--- config.mk ---
export PLATFORM = sky130hd
export DESIGN_NAME = keypad_scanner
export DESIGN_NICKNAME = d
export VERILOG_FILES = /design/src/rtl/keypad_scanner.sv
export SDC_FILE = /design/constraint.sdc
export NUM_CORES = 1
export LEC_CHECK = 0
export ABC_AREA = 1
export BUFFER_PORTS_ARGS = -buffer_cell sky130_fd_sc_hd__buf_2
export CELL_PAD_IN_SITES_DETAIL_PLACEMENT = 1
export CELL_PAD_IN_SITES_GLOBAL_PLACEMENT = 1
export CORE_MARGIN = 5
export CORE_UTILIZATION = 36
export DETAILED_ROUTE_END_ITERATION = 12
export PLACE_DENSITY_LB_ADDON = 0.25
export SKIP_CTS_REPAIR_TIMING = 1
export SYNTH_ARGS = -nofsm -noshare
export SYNTH_HDL_FRONTEND = slang
export SYNTH_SLANG_ARGS = --single-unit
--- constraint.sdc ---
create_clock -name Clk -period 4.8 [get_ports Clk]
set_clock_uncertainty 0.1 [all_clocks]
set_input_delay 0 -clock Clk [delete_from_list [all_inputs] [get_ports Clk]]
set_output_delay 0 -clock Clk [all_outputs]
set_load 0.03 [all_outputs]
--- src/rtl/keypad_scanner.sv ---
`default_nettype none
// ============================================================================
// Module   : keypad_scanner
// Brief    : 4x4 matrix keypad scanner with tick-based debounce and a
//            saturating decimal accumulator (0..9999).
// Revision : 1.0 - initial release
// ============================================================================
module keypad_scanner #(
  parameter int SCAN_DIV       = 100000,
  parameter int DEBOUNCE_TICKS = 4,
  parameter int NUM_WIDTH      = 14
) (
  input  logic                 Clk,
  input  logic                 Rst,
  input  logic [3:0]           row_in,
  output logic [3:0]           col_out,
  output logic [3:0]           key_code,
  output logic                 key_valid,
  output logic [NUM_WIDTH-1:0] number
);

  localparam int              CW        = $clog2(SCAN_DIV);
  localparam int              AW        = (NUM_WIDTH + 5 > 17) ? NUM_WIDTH + 5 : 17;
  localparam logic [CW-1:0]   TICK_LAST = CW'(SCAN_DIV - 1);
  localparam logic [3:0]      DEB_LAST  = 4'(DEBOUNCE_TICKS);
  localparam logic [AW-1:0]   NUM_MAX   = AW'(9999);

  typedef enum logic [1:0] {
    ST_SCAN     = 2'd0,
    ST_DEBOUNCE = 2'd1,
    ST_HELD     = 2'd2,
    ST_RELEASE  = 2'd3
  } state_t;

  state_t               state_q, state_d;
  logic [3:0]           row_meta_q, row_sync_q;
  logic [CW-1:0]        tick_cnt_q;
  logic [1:0]           col_q, col_d;
  logic [1:0]           row_q, row_d;
  logic [3:0]           stable_q, stable_d;
  logic [3:0]           key_code_q, key_code_d;
  logic                 key_valid_q, key_valid_d;
  logic [NUM_WIDTH-1:0] number_q, number_d;
  logic                 tick;
  logic                 rows_idle;
  logic [1:0]           low_row;
  logic [3:0]           stable_inc;
  logic [AW-1:0]        acc;

  function automatic logic [3:0] key_map(input logic [1:0] r, input logic [1:0] c);
    logic [3:0] code;
    code = 4'h0;
    case ({r, c})
      4'h0: code = 4'h1;  4'h1: code = 4'h2;  4'h2: code = 4'h3;  4'h3: code = 4'hA;
      4'h4: code = 4'h4;  4'h5: code = 4'h5;  4'h6: code = 4'h6;  4'h7: code = 4'hB;
      4'h8: code = 4'h7;  4'h9: code = 4'h8;  4'hA: code = 4'h9;  4'hB: code = 4'hC;
      4'hC: code = 4'h0;  4'hD: code = 4'hF;  4'hE: code = 4'hE;  4'hF: code = 4'hD;
      default: code = 4'h0;
    endcase
    return code;
  endfunction

  assign tick       = (tick_cnt_q == TICK_LAST);
  assign rows_idle  = &row_sync_q;
  assign stable_inc = stable_q + 4'd1;

  // Lowest-index low row wins when several rows are pressed together.
  always_comb begin
    low_row = 2'd3;
    if (!row_sync_q[0])      low_row = 2'd0;
    else if (!row_sync_q[1]) low_row = 2'd1;
    else if (!row_sync_q[2]) low_row = 2'd2;
  end

  always_comb begin
    state_d     = state_q;
    col_d       = col_q;
    row_d       = row_q;
    stable_d    = stable_q;
    key_code_d  = key_code_q;
    key_valid_d = 1'b0;
    if (tick) begin
      case (state_q)
        ST_SCAN: begin
          if (rows_idle) begin
            col_d = col_q + 2'd1;
          end else begin
            row_d    = low_row;
            stable_d = 4'd1;
            state_d  = ST_DEBOUNCE;
          end
        end
        ST_DEBOUNCE: begin
          if (!row_sync_q[row_q]) begin
            stable_d = stable_inc;
            if (stable_inc == DEB_LAST) begin
              key_code_d  = key_map(row_q, col_q);
              key_valid_d = 1'b1;
              state_d     = ST_HELD;
            end
          end else begin
            col_d   = col_q + 2'd1;
            state_d = ST_SCAN;
          end
        end
        ST_HELD: begin
          if (rows_idle) begin
            stable_d = 4'd1;
            state_d  = ST_RELEASE;
          end
        end
        ST_RELEASE: begin
          if (rows_idle) begin
            stable_d = stable_inc;
            if (stable_inc == DEB_LAST) begin
              col_d   = col_q + 2'd1;
              state_d = ST_SCAN;
            end
          end else begin
            state_d = ST_HELD;
          end
        end
        default: state_d = ST_SCAN;
      endcase
    end
  end

  // Widened so number*10+digit cannot overflow before the saturation compare.
  assign acc = AW'(number_q) * AW'(10) + AW'(key_code_q);

  always_comb begin
    number_d = number_q;
    if (key_valid_q) begin
      if (key_code_q <= 4'd9) begin
        if (acc <= NUM_MAX) number_d = acc[NUM_WIDTH-1:0];
      end else if (key_code_q == 4'hA) begin
        number_d = '0;
      end else if (key_code_q == 4'hB) begin
        number_d = number_q / NUM_WIDTH'(10);
      end
    end
  end

  always_ff @(posedge Clk) begin
    if (Rst) begin
      row_meta_q  <= '0;
      row_sync_q  <= '0;
      tick_cnt_q  <= '0;
      state_q     <= ST_SCAN;
      col_q       <= '0;
      row_q       <= '0;
      stable_q    <= '0;
      key_code_q  <= '0;
      key_valid_q <= 1'b0;
      number_q    <= '0;
    end else begin
      row_meta_q  <= row_in;
      row_sync_q  <= row_meta_q;
      tick_cnt_q  <= tick ? '0 : tick_cnt_q + CW'(1);
      state_q     <= state_d;
      col_q       <= col_d;
      row_q       <= row_d;
      stable_q    <= stable_d;
      key_code_q  <= key_code_d;
      key_valid_q <= key_valid_d;
      number_q    <= number_d;
    end
  end

  assign col_out   = ~(4'b0001 << col_q);
  assign key_code  = key_code_q;
  assign key_valid = key_valid_q;
  assign number    = number_q;

endmodule
`default_nettype wire

# Word-level counts from Yosys, hierarchy flattened
# Memory sizes are Yosys's and may differ from the RTL's. A register that Yosys moved wholly into a read port is not among the register bits.
# Cells that the tools add are included.
totals:
  reg_bits: 50
  latchBits: 0
  ram_bits: 0
  rom_bits: 64
  inputBits: 6
  output_inout_bits: 23
  wordCells: 81
  mem_count: 1
memory_table:
  columns: ["name", "words", "word_bits", "rd", "rd_clocked_by_memory_dff", "write_ports", "line_no", "source"]
  rows:
  - ["(name not given)", 16, 4, 1, 1, 0, "53", "case ({r, c})"]
op_classes:
  addsub: 4
  mul: 1
  n_div: 1
  n_lt_le_gt_ge: 3
  eq_ne: 17
  shifts: 1
  mux: 27
  bitwise: 5
  n_reduce_logical: 12
op_table:
  columns: ["op", "n"]
  rows:
  - ["$mux W14", 4]
  - ["$mux W2", 12]
  - ["$add A18 B4 Y19", 1]
  - ["$le A19 B14 Y1 const B", 1]
  - ["$add A17 B1 Y17 const B", 1]
  - ["$eq A17 B17 Y1 const B", 1]
  - ["$mul A14 B3 Y17 const B", 1]
  - ["$mux W4", 4]
  - ["$pmux W4 S4", 1]
  - ["$div A14 B4 Y14 const B", 1]
  - ["$ne A2 B2 Y1 const B", 7]
  - ["$reduce_and A5 Y1", 2]
  - ["$eq A4 B4 Y1 const B", 2]
  - ["$pmux W2 S4", 1]
  - ["$reduce_and A4 Y1", 2]
  - ["$ne A3 B3 Y1 const B", 2]
  - ["$pmux W2 S3", 1]
  - ["$reduce_and A3 Y1", 2]
  - ["$reduce_and A6 Y1", 1]
  - ["$reduce_bool A3 Y1", 2]
  - ["$add A4 B1 Y4 const B", 1]
  - ["$eq A2 B2 Y1 const B", 2]
  - ["$eq A4 B3 Y1 const B", 1]
  - ["$le A4 B4 Y1 const B", 1]
  - ["other kinds (12)", 17]

# Depth between registers and ports, before layout
logic_depth:
  depth_word: 5
  mapped_depth: 44
  ltp_nobuf: 44

# Worst setup path before layout
# Ideal clock, no wire load.
synth_path:
  path_type: "register to register"
  startpoint: "reg number_q[5], in the netlist number[5]"
  endpoint: "reg number_q[9], in the netlist number[9]"
  arrival_ps: 3829
  path_slack_ps: 735
  stages_incl_launch_ff: 21
  path_buffers: 1
  period_less_slack_ps: 4065
  cell_sequence: "dfxtp_1 ha_1 ha_1 nand3_1 and2_1 or2_2 nand2_1 a21oi_1 o21ai_0 a21o_1 xor2_1 inv_1 nand2_1 xor2_1 and3_1 o21ai_0 o31ai_1 nand3_1 clkbuf_1 a211oi_1 a211oi_1"
synth_via:
  elab_chain_len: 5
synth_lines:
  columns: ["item", "line_no", "source"]
  rows:
  - ["start, declared", "43", "logic [NUM_WIDTH-1:0] number_q, number_d;"]
  - ["start signal, assigned", "166", "number_q <= number_d;"]
  - ["parallel branches: the longest is 5 deep, another holds $div A14 B4 Y14", null, null]
# Parallel ways; which one is timed is not known. The select of a mux whose other input is x is not followed.
# A chain may end at the register's enable or synchronous reset.

# Final worst setup path
layout_path:
  startpoint: "reg number_q[5], in the netlist number[5]"
  endpoint: "reg number_q[8], in the netlist number[8]"
# Same word-level chain as after synthesis.

==> results.toml <==
[pwr]
power_w = 0.000849
power.leakage_nw = 2.29
ir_drop_uv = 149
p_per_area_mw_per_mm2 = 178

[floorplan]
pin_count = 29
die_w_um = 119
dieArea_mm2 = 0.0142
rows = 39
die_h_um = 119
coreArea_mm2 = 0.0116
start_util_pct = 37.0

[timing]
worstMarginPinSlew_ns = 1.15
finalCritPeriodShare_pct = 89.2
slew_headroom_pct = 22.4
slew_violations = 0
hold_viol = 0
finalSetupViolations = 0
setup-tns-final_ns = 0
fmaxAchievable_mhz = 234
rsz0062_at_grt = "no"
min_period_ns = 4.28

[detailed_routing]
drc = 0
via_per_inst = 5.21
wirelength_um = 11200
drt_iter0_drc = 153
final_antenna_net_count = 0
drt_first_pass_iters = 4
wl_per_cell_um = 14.0
vias = 4176

[cells_and_area]
stdcell_count = 801
antenna_cells = 0
drive_above_1_share_pct = 13.2
area_growth_pct = 11.4
nFillCells = 1517
final_nets = 701

[synthesis]
syn_inst = 626
synth-seq-cells = 54
syn_avg_cell_area_um2 = 6.84
synth_edf_count = 0
synth_ff_type = "dfxtp_1"
yosys_warnings = 0
seq_area_frac_synth_pct = 25.2
syn_nets = 669
async_reset_ff_share_pct = 0
ys_types = 43
syn_area_mm2 = 0.00428

[hold_path]
hold_path_class = "in -> reg"

[clock_network]
ctsLongestPathBuffers = 2
h-tree-depth = 2
cts_root_buf = "clkbuf_16"
clk_latency_ns = 0.30
cts_inserted_buffers = 5
clk_pin_slew_ns = 0.07
clock_sinks = 54
cts_tree = "yes"

[setup_path]
crit_arrival_ns = 4.34
crit_type = "reg -> reg"
critPathCaptureType = "register"
required_ns = 4.86
crit_path_max_fanout = 28
ff2ff_setup_slack_ns = 0.52
start_kind = "register"

[flow_run]
drv_cap = 0

[place]
port_buffers = 28
place_hpwl_um = 8850
dp_cells = 790
gp_congestion = 0.807

[grt]
grt_usage_pct = 16.1
grt_pass1_vias = 4348
grt_antenna_before_repair = 0
grt_first_pass_wirelength_um = 19700
grt_max_degree = 29
grt_remaining_overflow = 0

[run_status]
status = "completed"
-- final timing paths --
kind | startpoint | endpoint | depth (start not counted)
setup / recovery | number[5] | number[8] | 20
hold / removal | Rst | row_meta_q[3] | 2
setup reg to reg | number[5] | number[8] | 20
hold reg to reg | row_meta_q[0] | row_sync_q[0] | 2
-- power breakdown --
part           internal (W)  total (W)  switching, W
sequential         0.000453   0.000455    0.00000261
combinational    0.00000800  0.0000222     0.0000142
clock              0.000195   0.000372      0.000177
total              0.000656   0.000849      0.000193
-- sequential cells by signal, indices dropped and copies added, names as in the netlist --
name        flops
key_code        4
state_q         2
tick_cnt_q     17
row_meta_q      4
number         14
col_q           2
row_q           2
key_valid       1
row_sync_q      4
stable_q        4
-- final cells by class --
class                      instances  area, um^2  area share [%]
clock buffer                       5         125            2.62
clock inverter                     2        17.5           0.367
inverter                          99         372            7.79
multi-input combinational        465        2810            58.8
sequential                        54        1080            22.7
tap                              143         179            3.75
timing repair buffer              33         188            3.93
-- routing by layer --
| metal | wire length [um] | global-route usage, % |
|---|---|---|
| met1 | 5270 | 19.5 |
| met2 | 5650 | 30.1 |
| met3 | 168 | 2.13 |
| met4 | 121 | 3.62 |
| met5 | 0 | 0 |
-- synthesized netlist by cell type (2+ instances only) --
cell	instances	area share [%]
dfxtp_1	54	25
nand3_1	53	6.2
nor2_1	59	5.2
or2_2	3	0.44
nand2_4	4	1.1
nor3_1	17	2.0
o21bai_1	2	0.35
nand2_1	106	9.3
inv_2	10	0.88
o21ai_1	6	0.70
a311oi_1	2	0.41
a221oi_1	7	1.4
o21ai_0	29	3.4
nand3b_1	2	0.35
a31oi_1	3	0.44
nor3b_1	4	0.70
o31ai_1	2	0.35
xnor2_1	8	1.6
ha_1	35	10
o211ai_1	3	0.53
a211oi_1	7	1.2
inv_1	88	7.7
and2_1	4	0.58
clkbuf_1	8	0.70
nand3_2	7	1.6
nand2_2	17	2.5
xor2_1	15	3.1
nor4_1	5	0.73
a21oi_1	35	4.1
nand4_1	15	2.2
nand3_4	3	1.2
fa_1	2	0.93
-- cells in the final DEF, fill, tap and decap left out, types with 17 or more instances in the layout --
master	instances
a21oi_1	34
buf_2	28
dfxtp_1	51
ha_1	35
inv_1	88
nand2_1	106
nand2_2	17
nand3_1	53
nor2_1	59
nor3_1	17
o21ai_0	29
-- critical path: stages, from the launching register on --
cell and delay, ns:
dfxtp_1 0.50, ha_1 0.29, ha_1 0.35, nand3_1 0.09, and2_1 0.17, or2_2 0.31, nand2_1 0.07, a21oi_1 0.08
o21ai_0 0.18, a21o_1 0.17, xor2_1 0.29, inv_1 0.10, nand2_1 0.08, xor2_1 0.19, and3_1 0.18, o21ai_0 0.08
o31ai_1 0.20, nand3_1 0.10, buf_4 0.24, a221oi_1 0.27, a211oi_1 0.07
-- metrics by stage --
step | setup WS [ns] | utilization (%) | hold slack [ns] | cell area [um^2]
final | 0.518 | 41.3 | 0.107 | 4770
after global routing | 0.0353 | 41.3 | 0.127 | 4770
after CTS | 0.404 | 40.8 | -0.198 | 4720
after detailed placement | 0.425 | 39.6 | 0.112 | 4580
after global placement | 0.615 | 39.6 | 0.102 | 4580
after floorplan | 0.735 | - | 0.00697 | 4280
-- kinds of logic after synthesis --
family,synth area share (%)
adder cells (fa/ha/maj),11.2
XOR/XNOR,5.26
AND/OR/NAND/NOR,34.2
flip-flops,25.2
AO/OA/AOI/OAI,14.8
buffers and inverters,9.38
Power figures use the tool's default switching activity.
